### src/rtl/count_sampler_pkg.sv
// Shared definitions for the ripple-counter sampling blocks: FSM state
// encodings, the wrap counter width and the stability counter width.
package count_sampler_pkg;

  // Sampler tracking state: INIT until the first value is accepted, then TRACK.
  typedef enum logic [0:0] {
    ST_INIT  = 1'b0,
    ST_TRACK = 1'b1
  } state_t;

  // Width of the saturating accepted-wrap counter.
  localparam int WRAP_CNT_W = 8;

  // Width of the stability counter; holds STABLE_CYCLES up to 15.
  localparam int STAB_W = 4;

  // Largest STABLE_CYCLES value the stability counter can represent.
  localparam int STABLE_MAX = (1 << STAB_W) - 1;

endpackage

### src/rtl/count_sampler_cnt_sync.sv
// Two-flop synchronizer for the asynchronous ripple-counter bits. Both
// stages are exposed so the sampler can see a change one edge before it
// lands in sync2.
module cnt_sync #(
  parameter int WIDTH = 4
) (
  input  logic             clk,
  input  logic             reset,
  input  logic [WIDTH-1:0] cnt_in,
  output logic [WIDTH-1:0] sync1,
  output logic [WIDTH-1:0] sync2
);

  // Two-stage metastability filter, cleared by reset.
  always_ff @(posedge clk) begin
    if (reset) begin
      sync1 <= '0;
      sync2 <= '0;
    end else begin
      sync1 <= cnt_in;
      sync2 <= sync1;
    end
  end

endmodule

### src/rtl/count_sampler.sv
// Samples an asynchronous ripple counter: synchronizes the raw bits, waits
// for them to settle for STABLE_CYCLES edges, then presents each new stable
// value with wrap/error flags through a valid/ready holding register.
module count_sampler
  import count_sampler_pkg::*;
#(
  parameter int WIDTH         = 4,
  parameter int STABLE_CYCLES = 2
) (
  input  logic                  clk,
  input  logic                  reset,
  input  logic                  up,
  input  logic [WIDTH-1:0]      cnt_in,
  input  logic                  out_ready,
  output logic                  out_valid,
  output logic [WIDTH-1:0]      out_data,
  output logic                  out_wrap,
  output logic                  out_err,
  output logic [WRAP_CNT_W-1:0] wrap_count,
  output logic                  ovf
);

  if (STABLE_CYCLES < 1 || STABLE_CYCLES > STABLE_MAX) begin : g_bad_stable
    $error("count_sampler: STABLE_CYCLES must be in 1..15");
  end

  localparam logic [WIDTH-1:0]  CNT_MAX     = '1;
  localparam logic [WIDTH-1:0]  STEP_UP     = WIDTH'(1);
  localparam logic [WIDTH-1:0]  STEP_DN     = '1;
  localparam logic [STAB_W-1:0] STAB_SAT    = '1;
  // The accept edge is the one where the counter already shows
  // STABLE_CYCLES-1 unchanged edges and sync2 holds across this edge too.
  localparam logic [STAB_W-1:0] STAB_THRESH = STAB_W'(STABLE_CYCLES - 1);

  logic [WIDTH-1:0]  sync1;
  logic [WIDTH-1:0]  sync2;
  logic [STAB_W-1:0] stab_cnt;
  logic [WIDTH-1:0]  last_val;
  state_t            state;

  logic              held;
  logic              accept;
  logic [WIDTH-1:0]  delta;
  logic              step_ok;
  logic              wrap_hit;
  logic              err_hit;

  // Saturating increment for the accepted-wrap counter.
  function automatic logic [WRAP_CNT_W-1:0] sat_inc(input logic [WRAP_CNT_W-1:0] v);
    return (&v) ? v : v + 1'b1;
  endfunction

  // True when the step from prev to cur crosses the counter's wrap point.
  function automatic logic crosses_wrap(input logic dir,
                                        input logic [WIDTH-1:0] prev,
                                        input logic [WIDTH-1:0] cur);
    if (dir) return (prev == CNT_MAX) && (cur == '0);
    else     return (prev == '0) && (cur == CNT_MAX);
  endfunction

  cnt_sync #(
    .WIDTH (WIDTH)
  ) u_sync (
    .clk    (clk),
    .reset  (reset),
    .cnt_in (cnt_in),
    .sync1  (sync1),
    .sync2  (sync2)
  );

  // Stability counter: cleared when sync2 is about to change, otherwise
  // counts unchanged edges and saturates.
  always_ff @(posedge clk) begin
    if (reset) begin
      stab_cnt <= '0;
    end else if (sync1 != sync2) begin
      stab_cnt <= '0;
    end else if (stab_cnt != STAB_SAT) begin
      stab_cnt <= stab_cnt + 1'b1;
    end
  end

  // Acceptance decision and wrap/error classification of the candidate.
  always_comb begin
    held     = (sync1 == sync2) && (stab_cnt >= STAB_THRESH);
    accept   = held && ((state == ST_INIT) || (sync2 != last_val));
    delta    = sync2 - last_val;
    step_ok  = (delta == (up ? STEP_UP : STEP_DN));
    wrap_hit = 1'b0;
    err_hit  = 1'b0;
    if (state == ST_TRACK) begin
      wrap_hit = step_ok && crosses_wrap(up, last_val, sync2);
      err_hit  = !step_ok;
    end
  end

  // Tracking FSM with the output holding register, wrap counter and
  // sticky overflow; an accept always wins over a plain transfer.
  always_ff @(posedge clk) begin
    if (reset) begin
      state      <= ST_INIT;
      last_val   <= '0;
      out_valid  <= 1'b0;
      out_data   <= '0;
      out_wrap   <= 1'b0;
      out_err    <= 1'b0;
      wrap_count <= '0;
      ovf        <= 1'b0;
    end else begin
      if (accept) begin
        state     <= ST_TRACK;
        last_val  <= sync2;
        out_valid <= 1'b1;
        out_data  <= sync2;
        out_wrap  <= wrap_hit;
        out_err   <= err_hit;
        if (wrap_hit) begin
          wrap_count <= sat_inc(wrap_count);
        end
        if (out_valid && !out_ready) begin
          ovf <= 1'b1;
        end
      end else if (out_valid && out_ready) begin
        out_valid <= 1'b0;
      end
    end
  end

endmodule
### config.mk
export PLATFORM = sky130hd
export DESIGN_NAME = count_sampler
export DESIGN_NICKNAME = d
export VERILOG_FILES = /design/src/rtl/count_sampler_pkg.sv /design/src/rtl/count_sampler_cnt_sync.sv /design/src/rtl/count_sampler.sv
export SDC_FILE = /design/constraint.sdc
export NUM_CORES = 1
export LEC_CHECK = 0
export ABC_AREA = 1
export BUFFER_PORTS_ARGS = -buffer_cell sky130_fd_sc_hd__buf_2
export CAP_MARGIN = 20
export CORE_AREA = 2 2 52 79
export DETAILED_ROUTE_END_ITERATION = 10
export DIE_AREA = 0 0 54 81
export GPL_TIMING_DRIVEN = 0
export SYNTH_ARGS = -nofsm -noshare
export SYNTH_HDL_FRONTEND = slang
export SYNTH_HIERARCHICAL = 1
export SYNTH_SLANG_ARGS = --single-unit
### constraint.sdc
create_clock -name clk -period 2.1 [get_ports clk]
set_input_delay 0.21 -clock clk [delete_from_list [all_inputs] [get_ports clk]]
set_output_delay 0.21 -clock clk [all_outputs]
set_load 0.01 [all_outputs]
; ---- Word level (Yosys, flattened, before mapping)
; Index checks and enable logic that the tools add are counted.
[op_classes]
add_sub_neg = 3
magnitude_cmp = 1
n_eq_ne = 7
muxes = 7
bitwise_logic = 2
n_reduce_logical = 17
[op_table]
columns = op, count
row1 = $add A8 B1 Y8 const B, 1
row2 = $eq A4 B4 Y1, 2
row3 = $eq A4 B4 Y1 const B, 2
row4 = $logic_not A4 Y1, 2
row5 = $ne A4 B4 Y1, 2
row6 = $reduce_and A8 Y1, 1
row7 = $logic_and A1 B1 Y1, 7
row8 = $mux W1, 6
row9 = $add A4 B1 Y4 const B, 1
row10 = $ge A4 B1 Y1 const B, 1
row11 = $mux W4, 1
row12 = $ne A4 B4 Y1 const B, 1
row13 = $sub A4 B4 Y4, 1
row14 = $reduce_and A3 Y1, 1
row15 = $logic_not A1 Y1, 2
row16 = $not A1 Y1, 2
row17 = $reduce_and A2 Y1, 1
row18 = $reduce_bool A2 Y1, 1
row19 = $reduce_or A2 Y1, 1
row20 = $logic_or A1 B1 Y1, 1
[totals]
ff_bits = 29
inputBits = 8
out_inout_bits = 16
word_cells = 47

; ---- Depth between registers and ports, before layout
[depth]
ltp_word = 7
depth_mapped = 14

; ---- Hierarchy
; The synthesis kept the hierarchy.
[modules_own_cells]
columns = module, instances, cells_per_inst, area_per_inst_um2, seq_area_each_um2
row1 = count_sampler, 1, 211, 1373.8, 420.4
row2 = cnt_sync, 1, 25, 231.5, 160.2

; ---- Worst setup path after synthesis
; Ideal clock, no wire load.
[synth_timing]
path_type = register to register
start = register last_val[0]
end = register wrap_count[5]
setup_ns = 0.127
arrival_time_ns = 1.839
path_slack_ns = 0.134
path_stages_with_launch = 12
n_path_buf = 1
period_less_slack_ns = 1.966
path_cell_list = dfxtp_1 > ha_1 > inv_1 > fa_1 > nor2_1 > nor3b_1 > nand2_1 > nor2_2 > buf_4 > nand4_1 > nand2_1 > nor2_1
[synth_via]
elab_chain_cells = 7
word_cells_on_any_way = 14
[synth_lines]
columns = element, line_no
row1 = "start, declared", count_sampler.sv:38  ; logic [WIDTH-1:0] last_val;
row2 = "start signal, assigned", count_sampler.sv:112  ; last_val <= sync2;
row3 = "parallel branches: the longest is 6 deep, another holds $sub A4 B4 Y4", --
row4 = $reduce_and A3 Y1 (no source line) *, --
row5 = "end signal, assigned", count_sampler.sv:118  ; wrap_count <= sat_inc(wrap_count);
row6 = "end, declared", count_sampler.sv:19  ; output logic [WRAP_CNT_W-1:0] wrap_count,
; Mark *: on every way between the ends. The select of a mux whose other input is x is not followed.
; A chain may end at the register's enable or synchronous reset.

; ---- Worst setup path in the final report
[layout_timing]
start = register last_val[0]
end = register wrap_count[3]
; The elaborated chain is that of the path after synthesis.

==> impl_results.md <==
- Synth warn: 6
- Total die area: 4370 sq um
- Pwr/cell area: roughly 630 nW/um^2
- Core Region: approximately 3800 sq um
- Layout area overhead: 19.7%
- Hpwl dp: 2450 um
- Avg WL per Cell: around 11 um
- Hold WC Path Type: primary input to flop
- Clk_lat worst skew: 0.27 ns
- WHS: between 0.1 and 0.15 ns
- Die Y: 81 um
- Most numerous cell on the critical path: nand2_1
- Synthesized flop and latch total: 29
- Input/output buffers: 22
- Setup Viol. Count Final: 0
- Static leakage: roughly 0.9 nW
- Cell Count, Final, Fillers Out: between 300 and 400
- Syn_area_per_cell: about 6.8 sq um
- Via count: 1478
- CP max stage delay: around 0.54 ns
- Worst path bufs/invs: 1
- Post-route ant nets: 0
- CTS tree: built
- Layout cells sized above 1: 0.213
- CP required: 2.31 ns
- Final Power: between 1 and 1.5 mW
- Cell Rows: 28
- TritonCTS buffer count: 5
- Starting Density: 0.424
- Clock Sinks: 29
- DR iter-0 viols: 36
- Worst Tran Pin Value: just under 0.5 ns
- Final period utilization: 0.948
- Busiest grt layer: met2
- Pins Over Slew Limit: 0
- Reg2reg path depth: 11
- Final instance area: ~1900 sq um
- Clock root cell: clkbuf_8
- Relative slew margins: 0.679
- Die width: ~54 um
- Hold buffer count at CTS: 0
- WP depth: 11
- Hold Path Cell Cnt: 2
- GR Layer Usage met1: 0.160
- Utilization after layout: 0.508
- Setup WS post-layout: about 0.11 ns
- Initial antenna violation count: 0
- RSZ-0062 raised after global routing: true
- Layout fillers: about 410
- Max-Cap Viols: 0
- CP Cell Sequence: ha_4 -> inv_2 -> fa_2 -> nor2_2 -> nor3b_2 -> nand2_2 -> nor2_4 -> nand3_2 -> nand2_1 -> nand2_1 -> nor2_1
- CP endpoint kind: flop
- Post-synthesis cell type count: 27
- Clock Path Buffers: 2
- Crit path time final: 1.99 ns
- Final WL: roughly 3300 um
- Via density: roughly 4.7
- Crit Path Class: flop to flop
- Inserted Diodes: 0
- Register area share after synthesis: 0.362
- Most frequent cells in the layout: nand2_1, inv_1, nor2_1, dfxtp_1, buf_2
- Placed cell count: 303
- Critical Path Start Type: flop
- Register area: approximately 600 sq um
- Overflow after GRT: 0
- M2 GR Usage: 0.316
- Area of the multi-input gates: approximately 870 sq um
- Most common cell after layout, fill and taps aside: nand2_1
- Setup TNS: 0 ns
- GP Congestion: around 0.81
- # IOs: 24
- DRC Markers: 0
- Global-route wire length before repair: 5360 um
- Post-route clock skew: approximately 0.0063 ns
- Routing usage on met3: 0.0441
- Vias in the first global route: around 1300
- Slowest CP cell: fa_2
- Peak VDD IR: roughly 0.44 mV
- Largest net degree at the start of global routing: 11
- Cells after synthesis: around 240
- Post-Synthesis Cell Area: about 1600 sq um
- Gr usage total: 0.165
- Dpl cell area: about 1800 sq um
- CP arrival: ~2.2 ns
- Nets: around 280
- Largest fanout on the critical path: 6
- H-Tree Depth: 2
- Clock-pin slew on the worst setup and hold paths: about 0.06 ns
- FMAX: 503 MHz
- Status: complete, no violations
- Synth Net Count: between 200 and 300
- Detailed Routing Iterations Pass 1: 4
- Fin. Hold Viols: 0
- Place WS: -0.0275 ns
- Crit path max-delay family: simple AND/OR/NAND/NOR gates
[state kept, by name, indices dropped and copies added, names as in the netlist]
signal	flops
out_valid	1
ovf	1
out_wrap	1
out_err	1
last_val	4
u_sync/sync2	4
state	1
u_sync/sync1	4
stab_cnt	4
wrap_count	8
[final cells by class]
class,instances,share of cell area
Timing Repair Buffer,24,0.0671
Tap cell,45,0.0293
Multi-Input combinational cell,160,0.451
Clock buffer,7,0.0449
Buffer,5,0.0221
Inverter,42,0.0820
Sequential cell,29,0.303
[repair_timing]
action | CTS | global route
gates resized for setup | 3 | 12
setup buffers | 0 | 1
cloned | 0 | 1
pin swaps | 1 | 3
endpoints found under the setup margin | 7 | 9
[layer usage]
metal / vias to the layer above / routed length, um
met3: 5 / 141
met5: - / 0
met4: 0 / 45
li1: 791 / -
met2: 30 / 1770
met1: 652 / 1330
[power by group]
part / switching (mW) / internal (mW) / leakage, nW
Sequential: 0.0161 / 0.567 / 0.237
Combinational: 0.0959 / 0.0640 / 0.610
Clock: 0.200 / 0.259 / 0.0443
[cells in the mapped netlist (all sizes together)]
library cell  number  area, sq um
xor2               4         35.0
nor3b              1         7.51
nand2             60          230
clkinv             1         3.75
xnor2              1         8.76
nor3               3         20.0
inv               41          154
nand3b             1         7.51
nand3             15         80.1
nor2              37          154
o21ai              6         30.0
fa                 1         20.0
a21oi             14         70.1
dfxtp             29          581
nand4             10         77.6
ha                 7         87.6
buf                4         35.0
clkbuf             1         3.75
[path summary, 6_finish.rpt]
path | start | to | slack, ns
max | last_val[0] | wrap_count[3] | 0.11
min | reset | u_sync/sync2[0] | 0.11
max reg2reg | last_val[0] | wrap_count[3] | 0.11
min reg2reg | u_sync/sync1[3] | u_sync/sync2[3] | 0.42
[cells by family (layout without fill, tap and decap cells)]
| kind of cell | count (synthesis) | in the layout | synth area share |
|---|---|---|---|
| XOR/XNOR | 5 | 5 | 0.0273 |
| AO/OA/AOI/OAI | 20 | 20 | 0.0624 |
| buffers and inverters | 47 | 78 | 0.122 |
| flip-flops | 29 | 29 | 0.362 |
| AND/OR/NAND/NOR | 127 | 127 | 0.359 |
| adder cells (fa/ha/maj) | 8 | 8 | 0.0670 |
Note: power is estimated with default switching activity, not from simulation.
